[src/rtl/pc_seq_pkg.sv]
// rtl/pc_seq_pkg.sv - shared types and defaults for the PC sequencer
package pc_seq_pkg;

  typedef enum logic [1:0] {
    ST_RESET = 2'd0,
    ST_RUN   = 2'd1,
    ST_STALL = 2'd2,
    ST_FLUSH = 2'd3
  } state_e;

  localparam int unsigned INSTR_BYTES_DEFAULT  = 4;
  localparam logic [63:0] RESET_VECTOR_DEFAULT = 64'h0;
  localparam logic [15:0] TAKEN_COUNT_MAX      = 16'hFFFF;

endpackage

[src/rtl/branch_target.sv]
// rtl/branch_target.sv - branch destination: pc plus word offset scaled to bytes
module branch_target (
  input  logic [63:0] pc_i,
  input  logic [63:0] offset_i,
  output logic [63:0] target_o
);

  // Shift stays 64 bits wide so the top two offset bits fall off before the add.
  assign target_o = pc_i + (offset_i << 2);

endmodule

[src/rtl/pc_sequencer.sv]
// rtl/pc_sequencer.sv - fetch address sequencer with stall, branch redirect and flush
module pc_sequencer
  import pc_seq_pkg::*;
#(
  parameter logic [63:0] RESET_VECTOR = RESET_VECTOR_DEFAULT,
  parameter int unsigned INSTR_BYTES  = INSTR_BYTES_DEFAULT
) (
  input  logic        clk,
  input  logic        rst_n,
  input  logic        stall,
  input  logic        fetch_ready,
  input  logic        branch_req,
  input  logic        branch_uncond,
  input  logic        branch_zero,
  input  logic [63:0] branch_pc,
  input  logic [63:0] branch_offset,
  output logic [63:0] newDirection,
  output logic        fetch_valid,
  output logic        flush,
  output logic [15:0] taken_count
);

  localparam logic [63:0] PC_INCR = 64'(INSTR_BYTES);

  state_e      state_q, state_d;
  logic [63:0] pc_q, pc_d;
  logic [15:0] count_q, count_d;
  logic [63:0] target;
  logic        taken;

  assign taken = branch_req & (branch_uncond | branch_zero);

  branch_target u_branch_target (
    .pc_i     (branch_pc),
    .offset_i (branch_offset),
    .target_o (target)
  );

  always_ff @(posedge clk) begin
    if (!rst_n) begin
      state_q <= ST_RESET;
      pc_q    <= RESET_VECTOR;
      count_q <= 16'h0;
    end else begin
      state_q <= state_d;
      pc_q    <= pc_d;
      count_q <= count_d;
    end
  end

  always_comb begin
    state_d = state_q;
    pc_d    = pc_q;
    count_d = count_q;
    case (state_q)
      ST_RESET: state_d = ST_RUN;
      ST_RUN, ST_STALL: begin
        // A resolved taken branch wins over any hold condition.
        if (taken) begin
          pc_d    = target;
          state_d = ST_FLUSH;
          if (count_q != TAKEN_COUNT_MAX) begin
            count_d = count_q + 16'd1;
          end
        end else if (stall || !fetch_ready) begin
          state_d = ST_STALL;
        end else begin
          pc_d    = pc_q + PC_INCR;
          state_d = ST_RUN;
        end
      end
      ST_FLUSH: state_d = ST_RUN;
      default:  state_d = ST_RESET;
    endcase
  end

  always_comb begin
    fetch_valid = (state_q == ST_RUN) || (state_q == ST_STALL);
    flush       = (state_q == ST_FLUSH);
  end

  assign newDirection = pc_q;
  assign taken_count  = count_q;

endmodule

[config.mk]
export PLATFORM = sky130hd
export DESIGN_NAME = pc_sequencer
export DESIGN_NICKNAME = d
export VERILOG_FILES = /design/src/rtl/pc_seq_pkg.sv /design/src/rtl/branch_target.sv /design/src/rtl/pc_sequencer.sv
export SDC_FILE = /design/constraint.sdc
export NUM_CORES = 1
export LEC_CHECK = 0
export ABC_AREA = 1
export CORE_MARGIN = 2
export CORE_UTILIZATION = 54
export CTS_BUF_LIST = sky130_fd_sc_hd__clkbuf_16
export CTS_CLUSTER_SIZE = 24
export DETAILED_ROUTE_END_ITERATION = 8
export PLACE_DENSITY = 0.86
export SYNTH_ARGS = -nofsm -noshare
export SYNTH_HDL_FRONTEND = slang
export SYNTH_SLANG_ARGS = --single-unit
[constraint.sdc]
create_clock -name clk -period 2.5 [get_ports clk]
set_clock_uncertainty 0.05 [all_clocks]
set_input_delay 0.25 -clock clk [delete_from_list [all_inputs] [get_ports clk]]
set_output_delay 0.25 -clock clk [all_outputs]
set_load 0.005 [all_outputs]
==> run metrics, run 1 <==
status complete, no violations; fin util 0.743; DR iter-0 viols 1486; wirelength, routed 44000 µm; worst-margin pin slew 716 ps; post-synth top area cell nand2_1; drt via density 5.59; io pins 217; Rows 51; R2R Path End newDirection[28]; cell depth of the worst flop-to-flop path 10; Leak 6.93 nW; initial antenna violation count 0; Yosys reg bits 82; worst hold path class in2reg; crit-path max FO 4; Die X 145 µm; Synth Area in XOR/XNOR 0.0425; pre-CTS setup slack -203 ps; max frequency 414 MHz; first-pass GRT wire length 66200 µm; antenna-violating nets left 0; Reg clk slew, reported paths 70 ps; Critical Path End newDirection[23]; # port buffers 214; core area 0.0195 mm²; nets@finish 2514; synth warn 0; pwr/cell area 404 mW/mm²; Post-Place Cells 2567; Vias 14400; post_cts resized 0; Fin. Hold Viols 0; CP Launch Type primary input; highest-count cells in the layout ignoring fill and taps nand2_1, inv_1, clkdlybuf4s50_1; hold_ws 448 ps; starting density of the core 0.549; routability cong. 1.07; largest net degree at the start of global routing 66; Post-CTS Hold Buffers 0; Cell variety after synth 45; RR Startpoint newDirection[2]; Post-synth ARST share 0; Worst Path Arrival 2610 ps; MaxCap Viol Count 0; crit path from branch_pc[14]; All-Layer GR Usage 0.410; Main synth FF type dfxtp_1; Setup CP Type in2reg; fin cells 2583; area grow syn2layout 35.2%; fin. max-slew vios 0; Overflow after GRT 0; vias in the first global route 13100; Tcrit/Tclk final 0.966; Root Driver clkbuf_16; share of layout cells above drive strength 1 0.0984; Die ar. 0.0209 mm²; commonest non-fill, non-tap cell in the layout nand2_1; Power Total 5.85 mW; syn_nets 2176; largest family of logic cells by synthesized area simple AND/OR/NAND/NOR gates; chip height 145 µm; # clock sinks 82; area fraction of the dominant cell type after synthesis 0.221; post-CTS setup buffer count 0; Synth Area in Compound Gates 0.152; syn_area_per_cell 5.41 µm²; WL/cell 17.0 µm; post-synthesis simple-gate area fraction 0.445; Bufs on Longest Clock Path 2; Pre-antenna DRT Iters 7; mux share of post-synthesis cell area 0; diode count 0; minimum clock period 2420 ps; Rel. slew slack 0.520; r2r setup slk 190 ps; Synth Area in Adders 0.0779; post-synthesis sequential area ratio 0.154; Skew-Pair Late Insertion Delay 360 ps; Post-synth EDFFs 0; HPWL Detailed 36600 µm; Fillers 1617; Final setup violation count 0; # DRC 0; VDD IR-drop max 319 µV; Post-Syn Area 0.0107 mm²; cts bufs inserted 9; synthesized instance count 1975; Worst Setup Slack, final 84.1 ps; Worst EP required 2690 ps; element type at the critical path end register; H-tree levels 3; top cells by area, synth nand2_1, dfxtp_1, inv_1; TritonCTS clock tree built
==> critical path: stages <==
cell and delay [ps]:
clkdlybuf4s50_1 430, ha_1 370, nand2_1 150, inv_1 50
a21oi_1 250, nand2_1 110, nand3_1 80, nand3_1 260
or2_2 370, nand3_1 180, a21oi_1 100
==> cell usage after synthesis, types with 2 or more instances <==
cell and instances:
a31oi_1 12, nor2_2 17, xor2_1 28, o21ai_1 2, nand3b_1 24, o21bai_1 15, clkbuf_1 26, clkbuf_8 2
nor3_1 41, or2_2 15, xnor2_1 22, o21ai_0 100, nand2_2 8, nor2_4 4, nor2_1 186, dfxtp_1 82
inv_2 5, o211ai_1 2, nor4_1 4, nor3_2 4, inv_1 319, clkinv_1 2, or2_1 3, nand2_1 630
nand4_1 27, a21oi_2 2, nand3_2 3, buf_1 2, ha_1 65, nand3_1 139, a21oi_1 170
==> routing by layer <==
metal | part of all wire | up-vias | track usage
met3 | 0.10 | 166 | 0.0760
met2 | 0.43 | 844 | 0.659
met4 | 0.065 | 0 | 0.238
met5 | 0 | - | 0
li1 | - | 6979 | -
met1 | 0.40 | 6456 | 0.513
==> logic make-up (layout without fill, tap and decap cells) <==
logic type,Yosys count,count (layout)
buf+inv,359,702
compound gates,308,308
simple gates,1109,1109
fa+ha+maj,66,66
xor+xnor,51,51
flops,82,82
==> worst min-delay path by stage <==
stage,startpoint,to,slack (ps),depth (start not counted)
after global routing,branch_pc[0],newDirection[0],470,3
after CTS,taken_count[2],taken_count[2],450,2
after global placement,taken_count[5],taken_count[5],430,2
after detailed placement,taken_count[2],taken_count[2],440,2
after floorplan,branch_pc[0],newDirection[0],330,2
final,branch_pc[1],newDirection[1],450,3
==> where the power goes <==
group	switching [mW]	internal, mW	total [mW]
registers	0.245	1.46	1.70
logic	1.51	1.28	2.79
clock network	0.660	0.700	1.36
==> layout make-up <==
class | instances | area, µm² | share of cell area
clock inverter | 7 | 66.3 | 0.00459
tap | 265 | 332 | 0.0229
clock buffer | 9 | 225 | 0.0156
inverter | 326 | 1220 | 0.0846
multi-input combinational | 1534 | 7690 | 0.532
sequential | 82 | 1640 | 0.114
timing repair buffer | 360 | 3280 | 0.227
==> flip-flops by register name (all words and copies together) (netlist names) <==
| signal | cells |
|---|---|
| taken_count | 16 |
| newDirection | 64 |
| state_q | 2 |
==> through the flow <==
step / cell area (µm²) / TNS (ps)
global placement: 14200 / -1360
global route: 14500 / -3.65
detailed placement: 14200 / -3820
floorplan: 10700 / 0
finish: 14500 / 0
CTS: 14500 / 0
No activity file was read; power rests on OpenSTA's default activity.
==> inputs of run 2 (changes only) <==
Settings changed: CORE_UTILIZATION 54 to 35, CTS_BUF_LIST sky130_fd_sc_hd__clkbuf_16 to sky130_fd_sc_hd__clkbuf_4 sky130_fd_sc_hd__clkbuf_8 sky130_fd_sc_hd__clkbuf_16, DONT_BUFFER_PORTS set to 1, PLACE_DENSITY 0.86 to 0.52.
==> run metrics, run 2 (same netlist as run 1, synthesis figures left out) <==
core area 0.0299 mm² (was 0.0195 mm²); R2R Path End newDirection[38] (was newDirection[28]); critical path depth 10 (was 11); CP max-delay cell dfxtp_1 (was clkdlybuf4s50_1); largest net degree at the start of global routing 63 (was 66); Tcrit/Tclk final 0.883 (was 0.966); MaxCap Viol Count 0 (unchanged); commonest non-fill, non-tap cell in the layout nand2_1 (unchanged); Bufs on Longest Clock Path 2 (unchanged); highest-count cells in the layout ignoring fill and taps nand2_1, inv_1, nor2_1 (was nand2_1, inv_1, clkdlybuf4s50_1); fin. max-slew vios 0 (unchanged); worst hold path class in2reg (unchanged); Largest register FFs 64 (unchanged); Die ar. 0.0320 mm² (was 0.0209 mm²); H-tree levels 3 (unchanged); diode count 0 (unchanged); r2r setup slk 290 ps (was 190 ps); RSZ-0062 raised after global routing false; cts bufs inserted 9 (unchanged); DP Area 0.0112 mm² (was 0.0142 mm²); Skew-Pair Late Insertion Delay 350 ps (was 360 ps); hold-critical path depth 2 (was 3); element type at the critical path end register (unchanged); critical path cell sequence ha_1, nand2_1, nor2_4, nand2_2, nor2_2, nand3_1, nor2_1, nand3_1, a31oi_1, a21oi_1 (was clkdlybuf4s50_1, ha_1, nand2_1, inv_1, a21oi_1, nand2_1, nand3_1, nand3_1, or2_2, nand3_1, a21oi_1); Setup TNS Final 0 ps (unchanged); Critical Path Max Stage Delay 340 ps (was 430 ps); fin util 0.388 (was 0.743); crit-path max FO 5 (was 4); io pins 217 (unchanged); starting density of the core 0.358 (was 0.549); number of buffers and inverters on the critical path 0 (was 2); Fin. Hold Viols 0 (unchanged); routability cong. 1.01 (was 1.07); Leak 5.56 nW (was 6.93 nW); Worst Path Arrival 2390 ps (was 2610 ps); first-pass GRT wire length 62500 µm (was 66200 µm); CP Launch Type register (was primary input); Overflow after GRT 0 (unchanged); chip height 179 µm (was 145 µm); RR Startpoint newDirection[2] (unchanged); vias in the first global route 11400 (was 13100); pwr/cell area 451 mW/mm² (was 404 mW/mm²); area grow syn2layout 8.37% (was 35.2%); VDD IR-drop max 306 µV (was 319 µV); DR iter-0 viols 1068 (was 1486); wirelength, routed 41100 µm (was 44000 µm); Final setup violation count 0 (unchanged); WL/cell 17.3 µm (was 17.0 µm); Pre-antenna DRT Iters 6 (was 7); Rel. slew slack 0.521 (was 0.520); Setup CP Type reg2reg (was in2reg); delay-heaviest family, CP simple AND/OR/NAND/NOR gates (unchanged); crit path from newDirection[2] (was branch_pc[14]); initial antenna violation count 0 (unchanged); Reg clk slew, reported paths 70 ps (about the same); antenna-violating nets left 0 (unchanged); # clock sinks 82 (unchanged); TritonCTS clock tree built (unchanged); cell mode on critical path nand3_1 (unchanged); status complete, no violations (unchanged); worst-margin pin slew 714 ps (was 716 ps); design area 0.0116 mm² (was 0.0145 mm²); Critical Path End newDirection[38] (was newDirection[23]); cell depth of the worst flop-to-flop path 10 (unchanged); Vias 12400 (was 14400); minimum clock period 2210 ps (was 2420 ps); All-Layer GR Usage 0.254 (was 0.410); # port buffers 0 (was 214); Rows 63 (was 51); max frequency 453 MHz (was 414 MHz); nets@finish 2181 (was 2514); share of layout cells above drive strength 1 0.0509 (was 0.0984); Root Driver clkbuf_16 (unchanged); Worst EP required 2690 ps (about the same); drt via density 5.23 (was 5.59); Die X 179 µm (was 145 µm); HPWL Detailed 34500 µm (was 36600 µm); # DRC 0 (unchanged)
-- run 2: changes by cell type in the layout (fill, tap and decap cells not counted), sizes merged --
cell	before	now
buf	147	24
inv	328	326
clkdlybuf4s50	213	0
bufinv	0	2
clkinvlp	2	0
clkbuf	9	10
dlygate4sd3	0	3
-- run 2: how the worst min path moves through the flow --
stage,from,end,slack [ps]
global placement,rst_n,taken_count[14],330
detailed placement,rst_n,taken_count[14],340
CTS,stall,state_q[1],70
floorplan,branch_pc[0],newDirection[0],330
finish,stall,state_q[1],90
global route,stall,state_q[1],150
-- run 2: metal layers --
layer	part of all wire	global-route usage	up-vias
li1	-	-	6314
met1	0.43	0.318	5542
met2	0.44	0.424	489
met3	0.093	0.0609	61
met4	0.037	0.0888	0
met5	0	0	-
-- run 2: what timing repair did --
action	CTS	global route
buffers inserted	0	0
hold buffers	4	0
gates resized for setup	0	0
hold endpoints to repair	62	0
-- run 2: power breakdown --
part	internal, mW	switching, mW	leakage (nW)
Clock	0.907	0.586	0.160
Combinational	0.680	1.33	4.73
Sequential	1.46	0.270	0.673
-- run 2: per-stage QoR --
step / instances / hold slack [ps] / worst slack, ps / power, mW
floorplan: 1975 / 335 / 487 / 3.06
global placement: 2355 / 330 / 162 / 3.70
detailed placement: 2355 / 337 / 153 / 3.73
CTS: 2374 / 68.8 / 329 / 5.26
global route: 2374 / 147 / 153 / 5.58
finish: 2374 / 88.3 / 293 / 5.23
-- run 2: area by class of cell --
class | count | area, µm²
Timing Repair Buffer | 27 | 230
Tap cell | 390 | 488
Clock inverter | 5 | 86.3
Clock buffer | 10 | 239
Inverter | 326 | 1220
Fill cell | 3411 | 18300
Sequential cell | 82 | 1640
Multi-Input combinational cell | 1534 | 7680
==> inputs of run 3 (changes only) <==
Clock period 2.5 ns to 2.8 ns, I/O delays scaled along.
==> run metrics, run 3 (same netlist as run 1, synthesis figures left out) <==
status complete, no violations (unchanged); element type at the critical path end register (unchanged); met1 usage 0.355 (was 0.318); FF/Latch Area 0.00164 mm² (unchanged); drt via density 5.18 (was 5.23); Overflow after GRT 0 (unchanged); Tcrit/Tclk final 0.822 (was 0.883); largest net degree at the start of global routing 67 (was 63); VDD IR-drop max 314 µV (was 306 µV); antenna-violating nets left 0 (unchanged); core area 0.0299 mm² (unchanged); max frequency 434 MHz (was 453 MHz); RSZ-0062 raised after global routing false (unchanged); io pins 217 (unchanged); minimum clock period 2300 ps (was 2210 ps); # clock sinks 82 (unchanged); commonest non-fill, non-tap cell in the layout nand2_1 (unchanged); met3 Resource Use GR 0.0405 (was 0.0609); Largest register FFs 64 (unchanged); H-tree levels 3 (unchanged); worst hold path class in2reg (unchanged); Setup TNS Final 0 ps (unchanged); R2R Path End newDirection[47] (was newDirection[38]); Bufs on Longest Clock Path 2 (unchanged); fin cells 2363 (was 2374); Fin. Hold Viols 0 (unchanged); initial antenna violation count 0 (unchanged); pwr/cell area 408 mW/mm² (was 451 mW/mm²); wirelength, routed 42600 µm (was 41100 µm); hold-critical path depth 2 (unchanged); Reg clk slew, reported paths 70 ps (about the same); Rows 63 (unchanged); diode count 0 (unchanged); Setup CP Type reg2reg (unchanged); Leak 5.50 nW (was 5.56 nW); # DRC 0 (unchanged); Root Driver clkbuf_16 (unchanged); Skew-Pair Late Insertion Delay 350 ps (about the same); Pre-antenna DRT Iters 5 (was 6); Die X 179 µm (unchanged); RR Startpoint newDirection[37] (was newDirection[2]); Rel. slew slack 0.512 (was 0.521); DR iter-0 viols 902 (was 1068); Post-Place Cells 2346 (was 2355); crit-path max FO 5 (unchanged); Final setup violation count 0 (unchanged); WL/cell 18.0 µm (was 17.3 µm); Worst Path Arrival 2540 ps (was 2390 ps); MaxCap Viol Count 0 (unchanged); Hold EP newDirection[23] (was state_q[1]); r2r setup slk 500 ps (was 290 ps); cell depth of the worst flop-to-flop path 8 (was 10); fin. max-slew vios 0 (unchanged); met2 Usage GRT 0.445 (was 0.424); TritonCTS clock tree built (unchanged); first-pass GRT wire length 64400 µm (was 62500 µm); vias in the first global route 11100 (was 11400); DP Area 0.0112 mm² (about the same); Die ar. 0.0320 mm² (unchanged); # port buffers 0 (unchanged); design area 0.0115 mm² (was 0.0116 mm²); chip height 179 µm (unchanged); hold_ws 17.3 ps (was 88.3 ps); critical hold path startpoint rst_n (was stall); Vias 12200 (was 12400); Fillers 3394 (was 3411); post-CTS setup buffer count 0 (unchanged); cts bufs inserted 9 (unchanged); All-Layer GR Usage 0.264 (was 0.254); share of layout cells above drive strength 1 0.0466 (was 0.0509); Multi-input gate area 0.00768 mm² (unchanged); CP Launch Type register (unchanged); highest-count cells in the layout ignoring fill and taps nand2_1, inv_1, nor2_1 (unchanged); worst-margin pin slew 728 ps (was 714 ps); area grow syn2layout 7.50% (was 8.37%); busiest layer in global routing met2 (unchanged); routability cong. 0.951 (was 1.01); Power Total 4.70 mW (was 5.23 mW); starting density of the core 0.358 (unchanged); nets@finish 2169 (was 2181); Worst EP required 3030 ps (was 2690 ps); HPWL Detailed 35900 µm (was 34500 µm)
[run 3: cell type report]
type | instances | share of cell area
flip-flops and latches | 82 | 0.143
inverters | 326 | 0.106
multi-input cells | 1534 | 0.668
clock buffers | 10 | 0.0208
well taps | 390 | 0.0424
repair buffers | 15 | 0.0111
clock inverters | 6 | 0.00838
[run 3: worst max path at each step]
stage                     start               end  cells after the start
2_1_floorplan      branch_pc[2]  newDirection[26]                     11
3_3_place_gp      branch_pc[22]  newDirection[55]                     11
3_5_place_dp      branch_pc[20]  newDirection[25]                      8
4_1_cts        newDirection[37]  newDirection[47]                      8
5_1_grt              state_q[1]   taken_count[10]                     10
6_report       newDirection[37]  newDirection[47]                      8
[run 3: per-layer routing]
metal	part of all wire	routed length, µm
met1	0.46	19400
met2	0.46	19600
met3	0.065	2750
met4	0.020	854
met5	0	0
[run 3: worst max-delay path, cell delays in order (launching register included)]
cell and delay, ps:
dfxtp_1 460, inv_1 150, nor3_1 290, nand2_1 150, nor2_1 310, nand4_1 320
xnor2_1 250, a21oi_1 90, a21oi_1 170
[run 3: repair_timing]
action,in CTS,in global routing
resized for setup,0,0
hold buffers,1,0
endpoints found under the hold margin,1,0
[run 3: report_power, final]
part | leakage (nW) | total, mW | internal (mW) | switching (mW)
clock network | 0.162 | 1.39 | 0.820 | 0.567
logic | 4.67 | 1.76 | 0.588 | 1.17
registers | 0.673 | 1.55 | 1.30 | 0.252
[run 3: per-stage QoR]
stage               setup slack (ps)   util
floorplan                        757      -
global placement                 438  0.373
detailed placement               405  0.373
CTS                              560  0.385
global route                     364  0.385
finish                           497  0.385
